<file path="config.mk">
export PLATFORM = sky130hd
export DESIGN_NAME = memory_stage_dual
export DESIGN_NICKNAME = d
export VERILOG_FILES = /design/src/rtl/pipe_pkg.sv /design/src/rtl/dmem_port_seq.sv /design/src/rtl/memory_stage_dual.sv
export SDC_FILE = /design/constraint.sdc
export NUM_CORES = 1
export LEC_CHECK = 0
export ABC_AREA = 1
export CAP_MARGIN = 25
export CORE_AREA = 2 2 183 185
export DETAILED_ROUTE_END_ITERATION = 16
export DIE_AREA = 0 0 185 187
export SLEW_MARGIN = 20
export SYNTH_ARGS = -nofsm -noshare
export SYNTH_HDL_FRONTEND = slang
export SYNTH_SLANG_ARGS = --single-unit
</file>
<file path="constraint.sdc">
create_clock -name clk -period 3.2 [get_ports clk]
set_input_delay 0.64 -clock clk [delete_from_list [all_inputs] [get_ports clk]]
set_output_delay 0.64 -clock clk [all_outputs]
set_load 0.02 [all_outputs]
</file>
<file path="src/rtl/pipe_pkg.sv">
// Shared definitions for the dual-issue MEM stage: access FSM encoding,
// MemtoReg load encoding and the link register index.
package pipe_pkg;

    localparam logic [1:0] ST_IDLE = 2'd0;
    localparam logic [1:0] ST_ACC1 = 2'd1;
    localparam logic [1:0] ST_ACC2 = 2'd2;

    localparam logic [1:0] MTR_LOAD = 2'b11;

    localparam logic [4:0] LINK_REG = 5'd31;

    // A lane touches data memory when it stores or selects the load result.
    function automatic logic is_mem_op(input logic mem_write, input logic [1:0] mtr_lo);
        return mem_write | (mtr_lo == MTR_LOAD);
    endfunction

    function automatic logic is_load(input logic [1:0] mtr_lo);
        return (mtr_lo == MTR_LOAD);
    endfunction

endpackage

</file>
<file path="src/rtl/dmem_port_seq.sv">
// Serialises the two lane accesses onto the single data-memory port, lane 1 first.
// MEMSTAGE_ST_LD_FWD_EN: a lane-1 store feeding a same-address lane-2 load skips the second access.
module dmem_port_seq
    import pipe_pkg::*;
#(
    parameter int DW = 32
) (
    input  logic          clk,
    input  logic          rst,
    input  logic          load,
    input  logic          go1,
    input  logic          go2,
    input  logic          we1,
    input  logic          ld1,
    input  logic [DW-1:0] addr1,
    input  logic [DW-1:0] wdata1,
    input  logic          we2,
    input  logic          ld2,
    input  logic [DW-1:0] addr2,
    input  logic [DW-1:0] wdata2,
    output logic          dmem_req,
    output logic          dmem_we,
    output logic [DW-1:0] dmem_addr,
    output logic [DW-1:0] dmem_wdata,
    input  logic          dmem_ready,
    input  logic [DW-1:0] dmem_rdata,
    output logic [DW-1:0] rdata1,
    output logic [DW-1:0] rdata2,
    output logic [1:0]    state
);

    // Handshake: a lane access is held (req/we/addr/wdata stable) from entry into
    // its ACC state until the cycle dmem_ready is high; that cycle completes it.

    logic [1:0] state_nxt;
    logic       mem2;
    logic       fwd_hit;
    logic       done1;
    logic       done2;

    assign mem2  = we2 | ld2;
    assign done1 = (state == ST_ACC1) && dmem_ready;
    assign done2 = (state == ST_ACC2) && dmem_ready;

`ifdef MEMSTAGE_ST_LD_FWD_EN
    assign fwd_hit = we1 && ld2 && (addr1 == addr2);
`else
    assign fwd_hit = 1'b0;
`endif

    always_comb begin
        state_nxt = state;
        case (state)
            ST_IDLE: begin
                if (load) begin
                    if (go1)      state_nxt = ST_ACC1;
                    else if (go2) state_nxt = ST_ACC2;
                    else          state_nxt = ST_IDLE;
                end
            end
            ST_ACC1: begin
                if (dmem_ready) begin
                    if (fwd_hit)   state_nxt = ST_IDLE;
                    else if (mem2) state_nxt = ST_ACC2;
                    else           state_nxt = ST_IDLE;
                end
            end
            ST_ACC2: begin
                if (dmem_ready) state_nxt = ST_IDLE;
            end
            default: state_nxt = ST_IDLE;
        endcase
    end

    always_ff @(posedge clk) begin
        if (rst) begin
            state <= ST_IDLE;
        end else begin
            state <= state_nxt;
        end
    end

    always_comb begin
        dmem_req   = 1'b0;
        dmem_we    = 1'b0;
        dmem_addr  = '0;
        dmem_wdata = '0;
        case (state)
            ST_ACC1: begin
                dmem_req   = 1'b1;
                dmem_we    = we1;
                dmem_addr  = addr1;
                dmem_wdata = wdata1;
            end
            ST_ACC2: begin
                dmem_req   = 1'b1;
                dmem_we    = we2;
                dmem_addr  = addr2;
                dmem_wdata = wdata2;
            end
            default: begin
                dmem_req = 1'b0;
            end
        endcase
    end

    // Read data holds its last captured value; stores and ALU ops leave it alone.
    always_ff @(posedge clk) begin
        if (rst) begin
            rdata1 <= '0;
            rdata2 <= '0;
        end else begin
            if (done1 && ld1) begin
                rdata1 <= dmem_rdata;
            end
            if (done1 && fwd_hit) begin
                rdata2 <= wdata1;
            end else if (done2 && ld2) begin
                rdata2 <= dmem_rdata;
            end
        end
    end

endmodule

</file>
<file path="src/rtl/memory_stage_dual.sv">
// Dual-issue MEM stage: E->M bundle register, writeback masking while the
// shared data-memory port is busy. Optional macro: MEMSTAGE_ST_LD_FWD_EN.
module memory_stage_dual
    import pipe_pkg::*;
#(
    parameter int DW    = 32,
    parameter int RW    = 5,
    parameter int MTR_W = 4
) (
    input  logic             clk,
    input  logic             rst,
    input  logic             stallM,
    input  logic             flushM,
    input  logic [MTR_W-1:0] MemtoRegE1,
    input  logic [MTR_W-1:0] MemtoRegE2,
    input  logic             RegWriteE1,
    input  logic             RegWriteE2,
    input  logic             MemWriteE1,
    input  logic             MemWriteE2,
    input  logic             jumpE1,
    input  logic             jumpE2,
    input  logic [DW-1:0]    aluoutE1,
    input  logic [DW-1:0]    aluoutE2,
    input  logic [DW-1:0]    WriteDataE1,
    input  logic [DW-1:0]    WriteDataE2,
    input  logic [RW-1:0]    writeregE1,
    input  logic [RW-1:0]    writeregE2,
    input  logic [DW-1:0]    PCPlus8E,
    output logic [MTR_W-1:0] MemtoRegM1,
    output logic [MTR_W-1:0] MemtoRegM2,
    output logic             RegWriteM1,
    output logic             RegWriteM2,
    output logic             jumpM1,
    output logic             jumpM2,
    output logic [DW-1:0]    ReadDataM1,
    output logic [DW-1:0]    ReadDataM2,
    output logic [DW-1:0]    aluoutM1,
    output logic [DW-1:0]    aluoutM2,
    output logic [DW-1:0]    PCPlus8M,
    output logic [RW-1:0]    writeregM1,
    output logic [RW-1:0]    writeregM2,
    output logic             memBusyM,
    output logic             dmem_req,
    output logic             dmem_we,
    output logic [DW-1:0]    dmem_addr,
    output logic [DW-1:0]    dmem_wdata,
    input  logic             dmem_ready,
    input  logic [DW-1:0]    dmem_rdata
);

    logic [1:0]    state;
    logic          load_bundle;
    logic          go1;
    logic          go2;
    logic          rw1_q;
    logic          rw2_q;
    logic          mw1_q;
    logic          mw2_q;
    logic [DW-1:0] wd1_q;
    logic [DW-1:0] wd2_q;

    assign memBusyM    = (state != ST_IDLE);
    assign load_bundle = !stallM && (state == ST_IDLE);

    // A flushed bundle is all zeros, so it never starts an access.
    assign go1 = !flushM && is_mem_op(MemWriteE1, MemtoRegE1[1:0]);
    assign go2 = !flushM && is_mem_op(MemWriteE2, MemtoRegE2[1:0]);

    always_ff @(posedge clk) begin
        if (rst) begin
            MemtoRegM1 <= '0;
            MemtoRegM2 <= '0;
            rw1_q      <= 1'b0;
            rw2_q      <= 1'b0;
            mw1_q      <= 1'b0;
            mw2_q      <= 1'b0;
            jumpM1     <= 1'b0;
            jumpM2     <= 1'b0;
            aluoutM1   <= '0;
            aluoutM2   <= '0;
            wd1_q      <= '0;
            wd2_q      <= '0;
            writeregM1 <= '0;
            writeregM2 <= '0;
            PCPlus8M   <= '0;
        end else if (load_bundle) begin
            if (flushM) begin
                MemtoRegM1 <= '0;
                MemtoRegM2 <= '0;
                rw1_q      <= 1'b0;
                rw2_q      <= 1'b0;
                mw1_q      <= 1'b0;
                mw2_q      <= 1'b0;
                jumpM1     <= 1'b0;
                jumpM2     <= 1'b0;
                aluoutM1   <= '0;
                aluoutM2   <= '0;
                wd1_q      <= '0;
                wd2_q      <= '0;
                writeregM1 <= '0;
                writeregM2 <= '0;
                PCPlus8M   <= '0;
            end else begin
                MemtoRegM1 <= MemtoRegE1;
                MemtoRegM2 <= MemtoRegE2;
                rw1_q      <= RegWriteE1;
                rw2_q      <= RegWriteE2;
                mw1_q      <= MemWriteE1;
                mw2_q      <= MemWriteE2;
                jumpM1     <= jumpE1;
                jumpM2     <= jumpE2;
                aluoutM1   <= aluoutE1;
                aluoutM2   <= aluoutE2;
                wd1_q      <= WriteDataE1;
                wd2_q      <= WriteDataE2;
                writeregM1 <= writeregE1;
                writeregM2 <= writeregE2;
                PCPlus8M   <= PCPlus8E;
            end
        end
    end

    // Writeback sees bubbles while busy and the real bundle in the first idle cycle.
    assign RegWriteM1 = rw1_q && !memBusyM;
    assign RegWriteM2 = rw2_q && !memBusyM;

    dmem_port_seq #(
        .DW(DW)
    ) u_seq (
        .clk        (clk),
        .rst        (rst),
        .load       (load_bundle),
        .go1        (go1),
        .go2        (go2),
        .we1        (mw1_q),
        .ld1        (is_load(MemtoRegM1[1:0])),
        .addr1      (aluoutM1),
        .wdata1     (wd1_q),
        .we2        (mw2_q),
        .ld2        (is_load(MemtoRegM2[1:0])),
        .addr2      (aluoutM2),
        .wdata2     (wd2_q),
        .dmem_req   (dmem_req),
        .dmem_we    (dmem_we),
        .dmem_addr  (dmem_addr),
        .dmem_wdata (dmem_wdata),
        .dmem_ready (dmem_ready),
        .dmem_rdata (dmem_rdata),
        .rdata1     (ReadDataM1),
        .rdata2     (ReadDataM2),
        .state      (state)
    );

endmodule

</file>
==> flow_summary.yaml <==
placement:
  hpwlAfterDp_mm: 27.4
  port_buffers: 469
  place_area_um2: 14900
  gp_congestion: 0.865
routing:
  routed_via_density: 4.81
  first_pass_iters: 5
  wl_per_cell_um: 17.8
  routed_wl_mm: 39.5
  num_vias: 10700
  drc: 0
  drtIter0Drc: 646
  drtAntennaViolNets: 0
sta:
  finalSetupViolCount: 0
  fmax_mhz: 322
  relSlewSlack: 0.280
  skew_ns: 0.0135
  tightest_slew_ns: 1.08
  drv_slew: 0
  fin_crit_ns: 3.11
  finalHoldViolCount: 0
  final.period_utilization: 0.971
cts:
  cts_tree: "yes"
  postCtsHoldBufs: 0
  clock_latency_ns: 0.54
  root_buffer: "clkbuf_16"
  cts_max_level: 1
  ctsLongestPathBuffers: 3
  clkSinkCount: 250
  cts_inserted_buffers: 29
  cts_setup_buffers: 0
  clkTransAtPathRegs_ns: 0.06
yosys:
  synth_top_family_by_area: "simple AND/OR/NAND/NOR gates"
  syn-cell-area_um2: 9940
  ys_warn_count: 0
  synth_seq_area_share: 0.503
  postSynthRegisterBits: 250
  synth-simple-area-share: 0.267
  synthAdderAreaFrac: 0.00378
  synth_area_leaders: "dfxtp_1 (50%), a21oi_1 (13%), nand2_1 (12%)"
  syn-num-nets: 1576
  yosys.cell_types.count: 19
  synth_compound_area_frac: 0.162
  netlist.area_leader.share: 0.503
  syn_avg_cell_area_um2: 7.35
  syn_inst: 1352
  synth_area_leader_cell: "dfxtp_1"
  synthXorXnorAreaFrac: 0
  synthMuxAreaShare: 0
grt:
  grt-busiest-layer: "met2"
  grt_util_met3: 0.0687
  use_met1: 0.260
  grt_pass1_vias: 10200
  grt_max_degree: 182
  use_met2: 0.362
  antenna_found_initial: 6
  track_usage: 0.217
  grt_pass1_wl_mm: 58.9
  grt-ovfl-total: 0
cells_and_area:
  drive_above_1_share: 0.0435
  mostFrequentLayoutCells: "clkdlybuf4s50_1 (459), nand2_1 (324), dfxtp_1 (250)"
  final_common_cell: "clkdlybuf4s50_1"
  final_util: 0.484
  nFillCells: 3286
  fin_area_um2: 15900
  synthToLayoutAreaGrowth_pct: 59.9
  layout.nets: 1977
worst_hold_path:
  min_path_cells: 2
  hp-start: "PCPlus8M[19]$_SDFFE_PP0P_"
  worst_hold_path_type: "reg2reg"
  hold_end: "PCPlus8M[19]$_SDFFE_PP0P_"
worst_setup_path:
  path_buf_inv: 4
  crit_start: "u_seq.state[0]$_SDFFE_PP0P_"
  worstReg2RegEnd: "u_seq.rdata1[18]$_SDFFE_PP0P_"
  critPathMaxStageDelay_ns: 0.65
  path_cells: "inv_1 > ha_1 > inv_2 > buf_4 > a21oi_2 > clkdlybuf4s50_1"
  crit_type: "reg2out"
  worstPathRequired_ns: 2.56
  worstPathArrival_ns: 2.47
  r2r_cells: 9
  crit_slowest_cell: "clkdlybuf4s50_1"
  r2r_start: "u_seq.state[1]$_SDFFE_PP0P_"
  critical_path.endpoint_type: "output pin"
  worstPathMaxFanout: 30
  r2r_slack_ns: 1.17
  crit_family: "buffers and inverters"
  worst_setup_path_start_kind: "flip-flop"
floorplanning:
  io_pins: 470
  start_util: 0.303
  die_w_um: 185
  core-area_um2: 32900
  dieArea_um2: 34600
  row_count: 67
  die_height_um: 187
power_and_ir_drop:
  pwr-share-clk: 0.412
  pwr-share-comb: 0.165
  switching_share: 0.269
  ir_drop_mv: 0.351
  power_switching_mw: 2.12
  leakage_nw: 5.44
  p_int_mw: 5.76
  power_density_nw_per_um2: 495
  seqPwrFrac: 0.423
  total_power_mw: 7.87
run:
  max-cap-violations: 0
run_status:
  status: "completed"
## flip-flops by register name, summed over array words and instances (netlist names)
name / cells
MemtoRegM1: 4
MemtoRegM2: 4
PCPlus8M: 32
aluoutM1: 32
aluoutM2: 32
jumpM1: 1
jumpM2: 1
mw1_q: 1
mw2_q: 1
rw1_q: 1
rw2_q: 1
u_seq.rdata1: 32
u_seq.rdata2: 32
u_seq.state: 2
wd1_q: 32
wd2_q: 32
writeregM1: 5
writeregM2: 5
## synth_stat cells
master      n
buf_4      14
buf_2      46
buf_1      10
dfxtp_1   250
a21boi_0    1
nand3_1   183
clkbuf_2    1
nor2_1    132
inv_2       3
ha_1        3
clkbuf_1   48
nor2_4      1
nand2_1   324
a21oi_1   251
o21ai_0    68
o21ai_1     1
buf_6       2
nand4_1     3
inv_1      11
## worst max-delay path by stage
stage | to | depth (start not counted)
2_1_floorplan | dmem_addr[0] | 6
3_3_place_gp | dmem_addr[31] | 6
3_5_place_dp | dmem_addr[31] | 6
4_1_cts | dmem_wdata[11] | 6
5_1_grt | dmem_wdata[7] | 6
6_report | dmem_addr[27] | 6
## worst register-to-register path, delay by kind of cell, from the launching register on
family,cells,cell delay (ns)
DFF,1,0.32
buffers and inverters,5,1.02
adders and majority gates,1,0.29
and+or+nand+nor,3,0.34
## final cells by class
type / instances / area [um2] / area share
timing repair buffer: 491 / 5020 / 0.315
multi-input combinational: 967 / 4320 / 0.272
clock inverter: 9 / 97.6 / 0.00614
tap: 448 / 561 / 0.0353
sequential: 250 / 5000 / 0.315
clock buffer: 41 / 831 / 0.0523
inverter: 14 / 62.6 / 0.00393
antenna: 4 / 10.0 / 0.000630
## metrics by stage
stage	hold WS, ns	cells	worst slack, ns	TNS [ns]
floorplan	0.445	1352	0.963	0
global placement	0.451	2170	0.458	0
detailed placement	0.456	2170	0.424	0
CTS	0.463	2220	0.0186	0
global route	0.478	2224	-0.00528	-0.00528
finish	0.463	2224	0.0930	0
## metal layers
| metal | up-vias | share of wire |
|---|---|---|
| met5 | - | 0.00030 |
| met4 | 2 | 0.031 |
| met3 | 64 | 0.096 |
| met2 | 430 | 0.47 |
| met1 | 4919 | 0.40 |
| li1 | 5281 | - |
## logic make-up (layout without fill, tap and decap cells)
logic type / after synthesis / after routing
AO/OA/AOI/OAI: 321 / 321
adder cells (fa/ha/maj): 3 / 3
buffers and inverters: 135 / 555
flip-flops: 250 / 250
other: 0 / 4
AND/OR/NAND/NOR: 643 / 643
## power groups by stage
stage / clock, mW / sequential (mW) / combinational [mW]
2_1_floorplan: 0 / 3.46 / 0.568
3_3_place_gp: 0 / 3.40 / 1.30
3_5_place_dp: 0 / 3.40 / 1.30
4_1_cts: 3.32 / 3.33 / 1.31
5_1_grt: 3.45 / 3.35 / 1.40
6_report: 3.24 / 3.33 / 1.30
## timing repair
action	CTS	global route
resized for setup	3	8
hold endpoints to repair	0	0
endpoints found under the setup margin	2	17
(Power assumes the default switching activity.)
